$ cat config.mk
export PLATFORM = sky130hd
export DESIGN_NAME = ddr2_port_arbiter_0
export DESIGN_NICKNAME = d
export VERILOG_FILES = /design/src/rtl/ddr2_arb_pkg.sv /design/src/rtl/ddr2_port_arbiter_0_tag_fifo.sv /design/src/rtl/ddr2_port_arbiter_0.sv
export SDC_FILE = /design/constraint.sdc
export NUM_CORES = 1
export LEC_CHECK = 0
export ABC_AREA = 1
export CORE_AREA = 5 5 346 348
export CTS_CLUSTER_DIAMETER = 150
export DETAILED_ROUTE_END_ITERATION = 10
export DIE_AREA = 0 0 351 353
export GPL_ROUTABILITY_DRIVEN = 0
export PLACE_DENSITY = 0.38
export SLEW_MARGIN = 0
export SYNTH_ARGS = -nofsm -noshare
export SYNTH_HDL_FRONTEND = slang
export SYNTH_SLANG_ARGS = --single-unit
$ cat constraint.sdc
create_clock -name clk -period 3.1 [get_ports clk]
set_clock_uncertainty 0.2 [all_clocks]
set_input_delay 0.465 -clock clk [delete_from_list [all_inputs] [get_ports clk]]
set_output_delay 0.465 -clock clk [all_outputs]
set_load 0.01 [all_outputs]
$ cat src/rtl/ddr2_arb_pkg.sv
// Shared constants for the two-port DDR2 command arbiter: command codes,
// FSM state encodings and the outstanding-read tag width.
package ddr2_arb_pkg;

    localparam logic [2:0] CMD_WR = 3'b000;
    localparam logic [2:0] CMD_RD = 3'b001;

    localparam logic [1:0] S_IDLE   = 2'd0;
    localparam logic [1:0] S_WBURST = 2'd1;
    localparam logic [1:0] S_RADDR  = 2'd2;

    localparam int TAG_DEPTH_DEF = 16;

    function automatic int tag_w(input int depth);
        return $clog2(depth);
    endfunction

    localparam int TAG_W = tag_w(TAG_DEPTH_DEF);

endpackage

$ cat src/rtl/ddr2_port_arbiter_0_tag_fifo.sv
// In-order requester-id FIFO for outstanding reads; one bit wide, DEPTH deep,
// pointers wrap modulo DEPTH (DEPTH must be a power of two).
module ddr2_tag_fifo_0
    import ddr2_arb_pkg::*;
#(
    parameter int DEPTH = TAG_DEPTH_DEF,
    parameter int AW    = tag_w(DEPTH)
) (
    input  logic clk,
    input  logic reset,
    input  logic push,
    input  logic din,
    input  logic pop,
    output logic dout,
    output logic full,
    output logic empty
);

    logic [DEPTH-1:0] mem;
    logic [AW-1:0]    wptr;
    logic [AW-1:0]    rptr;
    logic [AW:0]      count;
    logic             do_push;
    logic             do_pop;

    assign full    = (count == (AW+1)'(DEPTH));
    assign empty   = (count == '0);
    assign do_pop  = pop && !empty;
    // a pop in the same cycle frees the slot the push needs
    assign do_push = push && (!full || do_pop);
    assign dout    = mem[rptr];

    always_ff @(posedge clk) begin
        if (do_push) mem[wptr] <= din;
    end

    always_ff @(posedge clk) begin
        if (reset) begin
            wptr  <= '0;
            rptr  <= '0;
            count <= '0;
        end else begin
            if (do_push) wptr <= wptr + 1'b1;
            if (do_pop)  rptr <= rptr + 1'b1;
            case ({do_push, do_pop})
                2'b10:   count <= count + 1'b1;
                2'b01:   count <= count - 1'b1;
                default: count <= count;
            endcase
        end
    end

endmodule

$ cat src/rtl/ddr2_port_arbiter_0.sv
// Two-port arbiter in front of the DDR2 app_af/app_wdf FIFOs with in-order read
// steering. Define DDR2_ARB_FIXED_PRIO_EN for fixed priority (req0 wins), else round-robin.
//   state    | meaning
//   S_IDLE   | waiting for an issuable request
//   S_WBURST | streaming write beats, address written with the last beat
//   S_RADDR  | writing read address and pushing the requester tag
module ddr2_port_arbiter_0
    import ddr2_arb_pkg::*;
#(
    parameter int ADDR_W    = 36,
    parameter int DATA_W    = 144,
    parameter int MASK_W    = 18,
    parameter int TAG_DEPTH = 16
) (
    input  logic              clk,
    input  logic              reset,
    input  logic              init_done,
    input  logic              af_almost_full,
    input  logic              wdf_almost_full,
    input  logic [2:0]        burst_length_div2,
    input  logic              req0_valid,
    input  logic              req0_rd,
    input  logic [31:0]       req0_addr,
    output logic              req0_ack,
    input  logic [DATA_W-1:0] req0_wdata,
    input  logic [MASK_W-1:0] req0_wmask,
    output logic              req0_wbeat,
    input  logic              req1_valid,
    input  logic              req1_rd,
    input  logic [31:0]       req1_addr,
    output logic              req1_ack,
    input  logic [DATA_W-1:0] req1_wdata,
    input  logic [MASK_W-1:0] req1_wmask,
    output logic              req1_wbeat,
    output logic [ADDR_W-1:0] app_af_addr,
    output logic              app_af_wren,
    output logic [DATA_W-1:0] app_wdf_data,
    output logic [MASK_W-1:0] app_mask_data,
    output logic              app_wdf_wren,
    input  logic              read_data_valid,
    input  logic [DATA_W-1:0] read_data_fifo_out,
    output logic [DATA_W-1:0] rd_data,
    output logic              rd_valid0,
    output logic              rd_valid1,
    output logic              tag_overflow
);

    logic        rst_q;
    logic        wdf_af_q;
    logic [1:0]  state;
    logic        sel_q;
    logic [31:0] addr_q;
    logic [2:0]  wcnt;
    logic [2:0]  rcnt;
`ifndef DDR2_ARB_FIXED_PRIO_EN
    logic        rr_ptr;
`endif

    logic        issue_ok;
    logic        pick1;
    logic        gnt_any;
    logic        beat_go;
    logic        ret_go;
    logic        tag_push;
    logic        tag_pop;
    logic        tag_head;
    logic        tag_full;
    logic        tag_empty;

    always_ff @(posedge clk) begin
        rst_q    <= reset;
        wdf_af_q <= wdf_almost_full;
    end

    always_comb begin
        issue_ok = (state == S_IDLE) && !rst_q && init_done && !wdf_af_q
                   && !af_almost_full && !tag_full;
`ifdef DDR2_ARB_FIXED_PRIO_EN
        pick1 = !req0_valid;
`else
        pick1 = req1_valid && (!req0_valid || rr_ptr);
`endif
        gnt_any  = issue_ok && (req0_valid || req1_valid);
        beat_go  = (state == S_WBURST) && !wdf_af_q && !rst_q;
        tag_push = (state == S_RADDR) && !rst_q;
        ret_go   = read_data_valid && !tag_empty && !rst_q;
        tag_pop  = ret_go && ((rcnt + 3'd1) == burst_length_div2);
    end

    assign req0_ack   = gnt_any && !pick1;
    assign req1_ack   = gnt_any && pick1;
    assign req0_wbeat = beat_go && !sel_q;
    assign req1_wbeat = beat_go && sel_q;

    always_ff @(posedge clk) begin
        if (rst_q) begin
            state         <= S_IDLE;
            sel_q         <= 1'b0;
            addr_q        <= '0;
            wcnt          <= '0;
            rcnt          <= '0;
`ifndef DDR2_ARB_FIXED_PRIO_EN
            rr_ptr        <= 1'b0;
`endif
            app_af_addr   <= '0;
            app_af_wren   <= 1'b0;
            app_wdf_data  <= '0;
            app_mask_data <= '0;
            app_wdf_wren  <= 1'b0;
            rd_data       <= '0;
            rd_valid0     <= 1'b0;
            rd_valid1     <= 1'b0;
            tag_overflow  <= 1'b0;
        end else begin
            app_af_wren  <= 1'b0;
            app_wdf_wren <= 1'b0;
            rd_valid0    <= 1'b0;
            rd_valid1    <= 1'b0;
            rd_data      <= read_data_fifo_out;

            case (state)
                S_IDLE: begin
                    if (gnt_any) begin
                        sel_q  <= pick1;
                        addr_q <= pick1 ? req1_addr : req0_addr;
                        wcnt   <= burst_length_div2;
                        state  <= (pick1 ? req1_rd : req0_rd) ? S_RADDR : S_WBURST;
`ifndef DDR2_ARB_FIXED_PRIO_EN
                        rr_ptr <= !pick1;
`endif
                    end
                end
                S_WBURST: begin
                    if (beat_go) begin
                        app_wdf_wren  <= 1'b1;
                        app_wdf_data  <= sel_q ? req1_wdata : req0_wdata;
                        app_mask_data <= sel_q ? req1_wmask : req0_wmask;
                        wcnt          <= wcnt - 3'd1;
                        if (wcnt == 3'd1) begin
                            app_af_wren <= 1'b1;
                            app_af_addr <= {{(ADDR_W-35){1'b0}}, CMD_WR, addr_q};
                            state       <= S_IDLE;
                        end
                    end
                end
                S_RADDR: begin
                    app_af_wren <= 1'b1;
                    app_af_addr <= {{(ADDR_W-35){1'b0}}, CMD_RD, addr_q};
                    state       <= S_IDLE;
                end
                default: state <= S_IDLE;
            endcase

            // beats arriving with nothing outstanding are dropped and flagged
            if (ret_go) begin
                rd_valid0 <= !tag_head;
                rd_valid1 <= tag_head;
                rcnt      <= tag_pop ? 3'd0 : rcnt + 3'd1;
            end else if (read_data_valid) begin
                tag_overflow <= 1'b1;
            end
        end
    end

    ddr2_tag_fifo_0 #(
        .DEPTH (TAG_DEPTH)
    ) u_tag_fifo (
        .clk   (clk),
        .reset (rst_q),
        .push  (tag_push),
        .din   (sel_q),
        .pop   (tag_pop),
        .dout  (tag_head),
        .full  (tag_full),
        .empty (tag_empty)
    );

endmodule

==> impl_metrics.yaml, run 1 <==
drt:
  drt_iter0_markers: 776
  wl_per_cell_um: 20.5
  drt_wl_total_um: 90000
  vias: 15899
  drc: 0
  firstDrtPassIters: 5
  ant_nets: 0
  viasPerCell: 3.62
synthesis:
  syn_avg_cell_area_um2: 7.80
  syn_inst: 1941
  synth_seq_cells: 417
  yosysTopAreaCell: "dfxtp_1"
  yosys_warnings: 0
  ys_async_sr_fraction: 0
  ys_seq_area_frac: 0.562
  synth-main-ff-cell: "dfxtp_1"
  synth_edf_count: 16
  syn_area_um2: 15100
  synth_cell_types: 29
  synth_top_area_frac: 0.530
  synthTopCellsByArea: "dfxtp_1 (53%), nand2_1 (16%), a31oi_1 (8.0%)"
floorplan:
  start_util: 0.131
  die_h_um: 353
  ios: 896
  fp.dieW_um: 351
  rows: 125
  die-area_um2: 124000
  core_um2: 116000
cells_and_area:
  final_cell_mix: "clkdlybuf4s50_1 (888), nand2_1 (645), dfxtp_1 (400), nor2_1 (260), a31oi_1 (194)"
  drive_above_1_share: 0.0445
  nets: 3370
  area_growth_pct: 83.0
  final_common_cell: "clkdlybuf4s50_1"
  multi_input_area_um2: 5460
  design_area_um2: 27700
  n_fill_cell: 12801
  regArea_um2: 8510
min_path:
  min_to: "wdf_af_q$_DFF_P_"
  holdPathStages: 1
  min_path_type: "input pin to register"
  hold_start: "wdf_almost_full"
sta:
  setup_tns_ps: 0
  max_freq_ghz: 0.350
  hold_viol_final: 0
  finalCritPeriodShare: 0.922
  period_minus_slack_ps: 2860
  rsz0062_at_grt: "no"
  relSlewSlack: 0.281
  tightest_slew_ps: 1080
  finalSetupViolations: 0
  report.final.slew_viol_count: 0
worst_setup_path:
  worstSetupPathType: "register to output pin"
  worstPathRequired_ps: 2430
  r2r-end: "u_tag_fifo.count[4]$_SDFFE_PP0P_"
  cp.arrival_ps: 2190
  critPathLaunchType: "register"
  worst_r2r_startpoint: "rcnt[0]$_SDFFE_PP0P_"
  r2r_cells: 17
  rrSetupSlack_ps: 360
  critPathCaptureType: "output pin"
  crit_fanout: 7
clocking:
  cts_root_buf: "clkbuf_16"
  h-tree-depth: 2
  clockBufferDepth: 3
  cts_tree: "built"
  cts_buffers: 54
  cts.sink_count: 417
  clk_pin_slew_worst_paths_ps: 60
  clock_latency_ps: 640
grt:
  antenna_found_initial: 43
  grt-ovfl-total: 0
  grt_pass1_vias: 16263
  grt_start_max_net_pins: 141
  grt_usage: 0.138
  grt_pass1_wl_um: 124000
pwr:
  p_leak_nw: 10.1
  ir_drop_mv: 0.345
  power.density_nw_per_um2: 502
place:
  dp_hpwl_um: 69400
  port-buffer-count: 892
  place_area_um2: 25900
run_status:
  status: "finished clean"
run:
  drv_cap: 0
## critical path, cell delays in order (launching register included)
cell,delay (ps)
dfxtp_1,310
inv_1,90
ha_1,200
inv_2,80
nor3_4,200
buf_4,200
nand2_1,130
inv_6,140
buf_4,190
## metrics by stage
step	std cells	hold slack (ps)	utilization	power (mW)	setup slack, ps
after CTS	4379	3.84	0.239	14.2	37.1
after global placement	4276	262	0.223	7.69	85.2
after detailed placement	4276	261	0.223	7.68	88.0
final	4394	85.0	0.239	13.9	241
after global routing	4388	14.1	0.239	14.6	30.5
after floorplan	1943	249	-	6.35	525
## kinds of logic (layout without fill, tap and decap cells)
kind of cell / count (synthesis) / count (layout) / share of synthesized area
adders and majority gates: 15 / 15 / 0.0129
AOI/OAI and AO/OA: 277 / 277 / 0.109
other: 1 / 18 / 0.000248
and+or+nand+nor: 928 / 928 / 0.234
muxes: 1 / 1 / 0.000661
buffers and inverters: 297 / 1209 / 0.0781
xor gates and xnor gates: 5 / 5 / 0.00289
DFF: 417 / 417 / 0.562
## Yosys cell counts (2+ instances only)
library cell,n
clkbuf_1,75
nand3_1,18
inv_2,4
o211ai_1,5
a211oi_1,2
buf_1,3
buf_4,8
inv_1,176
dfxtp_1,401
edfxtp_1,16
o21ai_0,55
buf_2,30
xnor2_1,2
nand2_1,645
xor2_1,3
nor2_1,260
ha_1,14
nor2_4,2
a31oi_1,194
a21oi_1,19
## power by group
group	internal [mW]	switching (mW)	leakage, nW
registers	5.61	0.100	3.42
clock network	3.70	2.67	0.859
logic	1.08	0.745	5.81
total	10.4	3.51	10.1
## layout make-up
| type | instances | share of cell area |
|---|---|---|
| antenna | 15 | 0.00136 |
| clock inverter | 14 | 0.00623 |
| multi-input combinational | 1229 | 0.197 |
| clock buffer | 87 | 0.0576 |
| sequential | 417 | 0.307 |
| tap | 1524 | 0.0689 |
| inverter | 181 | 0.0251 |
| timing repair buffer | 927 | 0.336 |
## registers in the layout, indices dropped and copies added (netlist names)
name / flops
wdf_af_q: 1
rd_valid0: 1
app_af_addr: 33
rd_valid1: 1
u_tag_fifo.mem: 16
state: 2
sel_q: 1
app_wdf_data: 144
app_af_wren: 1
wcnt: 3
app_wdf_wren: 1
tag_overflow: 1
rst_q: 1
rcnt: 3
rd_data: 144
u_tag_fifo.rptr: 4
u_tag_fifo.count: 5
app_mask_data: 18
u_tag_fifo.wptr: 4
addr_q: 32
rr_ptr: 1
## metal layers
layer | routed length, µm | track usage | vias up
li1 | - | - | 7895
met1 | 34300 | 0.151 | 7259
met2 | 43300 | 0.236 | 595
met3 | 10100 | 0.0675 | 134
met4 | 2180 | 0.0400 | 16
met5 | 108 | 0 | -
## worst max path at each step
stage | startpoint | end | slack, ps | cells past startpoint
finish | state[1]$_SDFFE_PP0P_ | req0_wbeat | 240 | 8
global route | state[1]$_SDFFE_PP0P_ | req0_wbeat | 30 | 8
CTS | state[0]$_SDFFE_PP0P_ | req1_ack | 40 | 7
detailed placement | burst_length_div2[0] | u_tag_fifo.count[4]$_SDFFE_PP0P_ | 90 | 18
global placement | burst_length_div2[0] | u_tag_fifo.count[4]$_SDFFE_PP0P_ | 90 | 18
floorplan | rcnt[0]$_SDFFE_PP0P_ | u_tag_fifo.count[4]$_SDFFE_PP0P_ | 530 | 17
## what timing repair did
action	in CTS	in global routing
endpoints found under the hold margin	1	0
pin swaps	1	1
hold buffers	1	0
resized for setup	4	1
endpoints found under the setup margin	3	2
buffers inserted	1	0
No activity file was read; power rests on OpenSTA's default activity.
==> inputs of run 2 (changes only) <==
--- a/config.mk
+++ b/config.mk
@@ -8,6 +8,7 @@
 export ABC_AREA = 1
 export CORE_AREA = 5 5 346 348
 export CTS_CLUSTER_DIAMETER = 150
+export CTS_CLUSTER_SIZE = 14
 export DETAILED_ROUTE_END_ITERATION = 10
 export DIE_AREA = 0 0 351 353
 export GPL_ROUTABILITY_DRIVEN = 0
==> run 2 against run 1 <==
  * Die area unchanged
  * Largest power group is now registers
  * Critical endpoint unchanged
  * Combinational power about the same
  * First-iteration DRC count up 1.9%
  * Flip-flop and latch count unchanged
  * Global-route usage down 0.056 points
  * Via count down 1.2%
  * Register-to-register slack about the same
  * Clock power down 32%
==> impl_metrics.yaml, run 2 (same netlist as run 1, synthesis figures left out) <==
cells_and_area:
  nets: 3350
  drive_above_1_share: 0.0307
  area_growth_pct: 77.6
  reg_top3: "app_wdf_data (144), rd_data (144), app_af_addr (33)"
  utilization: 0.232
  final_cell_mix: "clkdlybuf4s50_1 (888), nand2_1 (645), dfxtp_1 (400), nor2_1 (260), a31oi_1 (194)"
  regArea_um2: 8510
  final_common_cell: "clkdlybuf4s50_1"
  n_fill_cell: 12848
  multi_input_area_um2: 5460
sta:
  finalCritPeriodShare: 0.932
  period_minus_slack_ps: 2890
  report.final.slew_viol_count: 0
  hold_viol_final: 0
  rsz0062_at_grt: "no"
  max_freq_ghz: 0.346
  relSlewSlack: 0.246
  finalSetupViolations: 0
  tightest_slew_ps: 1130
  setup_tns_ps: 0
worst_setup_path:
  cp.arrival_ps: 2220
  cp_num_cells: 8
  worstSetupPathType: "register to output pin"
  critPathLaunch: "state[1]$_SDFFE_PP0P_"
  endpoint: "req0_wbeat"
  r2r-end: "u_tag_fifo.count[4]$_SDFFE_PP0P_"
  max_stage_delay_ps: 320
  r2r_cells: 17
  rrSetupSlack_ps: 360
  critPathLaunchType: "register"
  critPathTopFamily: "buffers and inverters"
  crit_buf_inv: 5
  crit_fanout: 7
  critPathCaptureType: "output pin"
  cpMostUsedCell: "buf_4"
  crit_slowest_cell: "dfxtp_1"
  worstPathRequired_ps: 2430
  worst_r2r_startpoint: "rcnt[0]$_SDFFE_PP0P_"
  worstPathCellList: "inv_1 -> ha_1 -> inv_2 -> nor3_4 -> buf_4 -> nand2_1 -> inv_6 -> buf_4"
grt:
  grt_pass1_vias: 15972
  grt_usage: 0.138
  grt-ovfl-total: 0
  antenna_found_initial: 44
  grt_start_max_net_pins: 141
  grt_pass1_wl_um: 123000
clocking:
  cts_tree: "built"
  clockBufferDepth: 3
  clk_pin_slew_worst_paths_ps: 70
  cts.sink_count: 417
  cts_buffers: 35
  clock_latency_ps: 590
  cts_root_buf: "clkbuf_16"
  h-tree-depth: 2
pwr:
  p_leak_nw: 9.71
  ir_drop_mv: 0.375
  power.density_nw_per_um2: 442
drt:
  wl_per_cell_um: 20.7
  drt_iter0_markers: 791
  viasPerCell: 3.62
  vias: 15705
  drt_wl_total_um: 89600
  ant_nets: 0
  drc: 0
  firstDrtPassIters: 6
floorplan:
  core_um2: 116000
  die-area_um2: 124000
  start_util: 0.131
  ios: 896
  rows: 125
  die_h_um: 353
  fp.dieW_um: 351
place:
  port-buffer-count: 892
  dp_hpwl_um: 69400
run:
  drv_cap: 0
run_status:
  status: "finished clean"
min_path:
  min_path_type: "input pin to register"
## run 2: how the worst min path moves through the flow
stage | from | endpoint | slack, ps | cells past startpoint
after CTS | reset | rst_q$_DFF_P_ | 50 | 1
after global routing | reset | rst_q$_DFF_P_ | 60 | 1
final | reset | rst_q$_DFF_P_ | 120 | 1
after floorplan | rcnt[1]$_SDFFE_PP0P_ | rcnt[1]$_SDFFE_PP0P_ | 250 | 2
after global placement | tag_overflow$_SDFFE_PP0P_ | tag_overflow$_SDFFE_PP0P_ | 260 | 2
after detailed placement | tag_overflow$_SDFFE_PP0P_ | tag_overflow$_SDFFE_PP0P_ | 260 | 2
## run 2: final cells by class
class / count / area share
Clock inverter: 2 / 0.000931
Multi-Input combinational cell: 1229 / 0.203
Timing Repair Buffer: 926 / 0.346
Antenna cell: 17 / 0.00158
Sequential cell: 417 / 0.317
Tap cell: 1524 / 0.0709
Inverter: 181 / 0.0258
Clock buffer: 42 / 0.0347
## run 2: timing repair
action,in CTS,in global routing
setup endpoints to repair,2,2
hold endpoints to repair,0,0
gates resized for setup,3,2
hold buffers,0,0
buffers inserted,1,0
pin swaps,1,0
## run 2: worst reg2reg max path: stages (launching register included)
cell     delay [ps]
dfxtp_1         420
ha_1            280
xnor2_1         160
nand2_1          70
nor2_1          170
nand2_1          90
inv_1            90
nand2_1          90
inv_1           150
ha_1            290
nand2_1          90
nand2_1          50
a21oi_1         180
nand2_1          70
nand2_1          80
nand3_1          60
nand2_1          60
nor2_1           40
## run 2: routing by layer
| metal | track usage | vias to the layer above | wire length [µm] |
|---|---|---|---|
| li1 | - | 7810 | - |
| met1 | 0.150 | 7196 | 34500 |
| met2 | 0.238 | 573 | 43400 |
| met3 | 0.0680 | 110 | 9780 |
| met4 | 0.0352 | 16 | 1890 |
| met5 | 0 | - | 112 |
## run 2: metrics by stage
| stage | area (µm²) | hold WS, ps | cells | total power, mW | setup WS [ps] |
|---|---|---|---|---|---|
| 2_1_floorplan | 15100 | 249 | 1943 | 6.35 | 525 |
| 3_3_place_gp | 25900 | 262 | 4276 | 7.69 | 85.2 |
| 3_5_place_dp | 25900 | 261 | 4276 | 7.68 | 88.0 |
| 4_1_cts | 26800 | 51.8 | 4321 | 12.2 | 17.9 |
| 5_1_grt | 26900 | 58.1 | 4330 | 12.5 | 21.0 |
| 6_report | 26900 | 125 | 4338 | 11.9 | 212 |
## run 2: where the power goes
part           switching (mW)  internal (mW)
sequential              0.100           5.60
clock                    2.23           2.12
combinational           0.746           1.08
total                    3.07           8.81
==> inputs of run 3 (changes only) <==
--- a/config.mk
+++ b/config.mk
@@ -6,6 +6,7 @@
 export NUM_CORES = 1
 export LEC_CHECK = 0
 export ABC_AREA = 1
+export CAP_MARGIN = 10
 export CORE_AREA = 5 5 346 348
 export CTS_CLUSTER_DIAMETER = 150
 export CTS_CLUSTER_SIZE = 14
==> results of run 3 <==
Same layout as run 2: the final DEF is identical, and so are final timing and power.
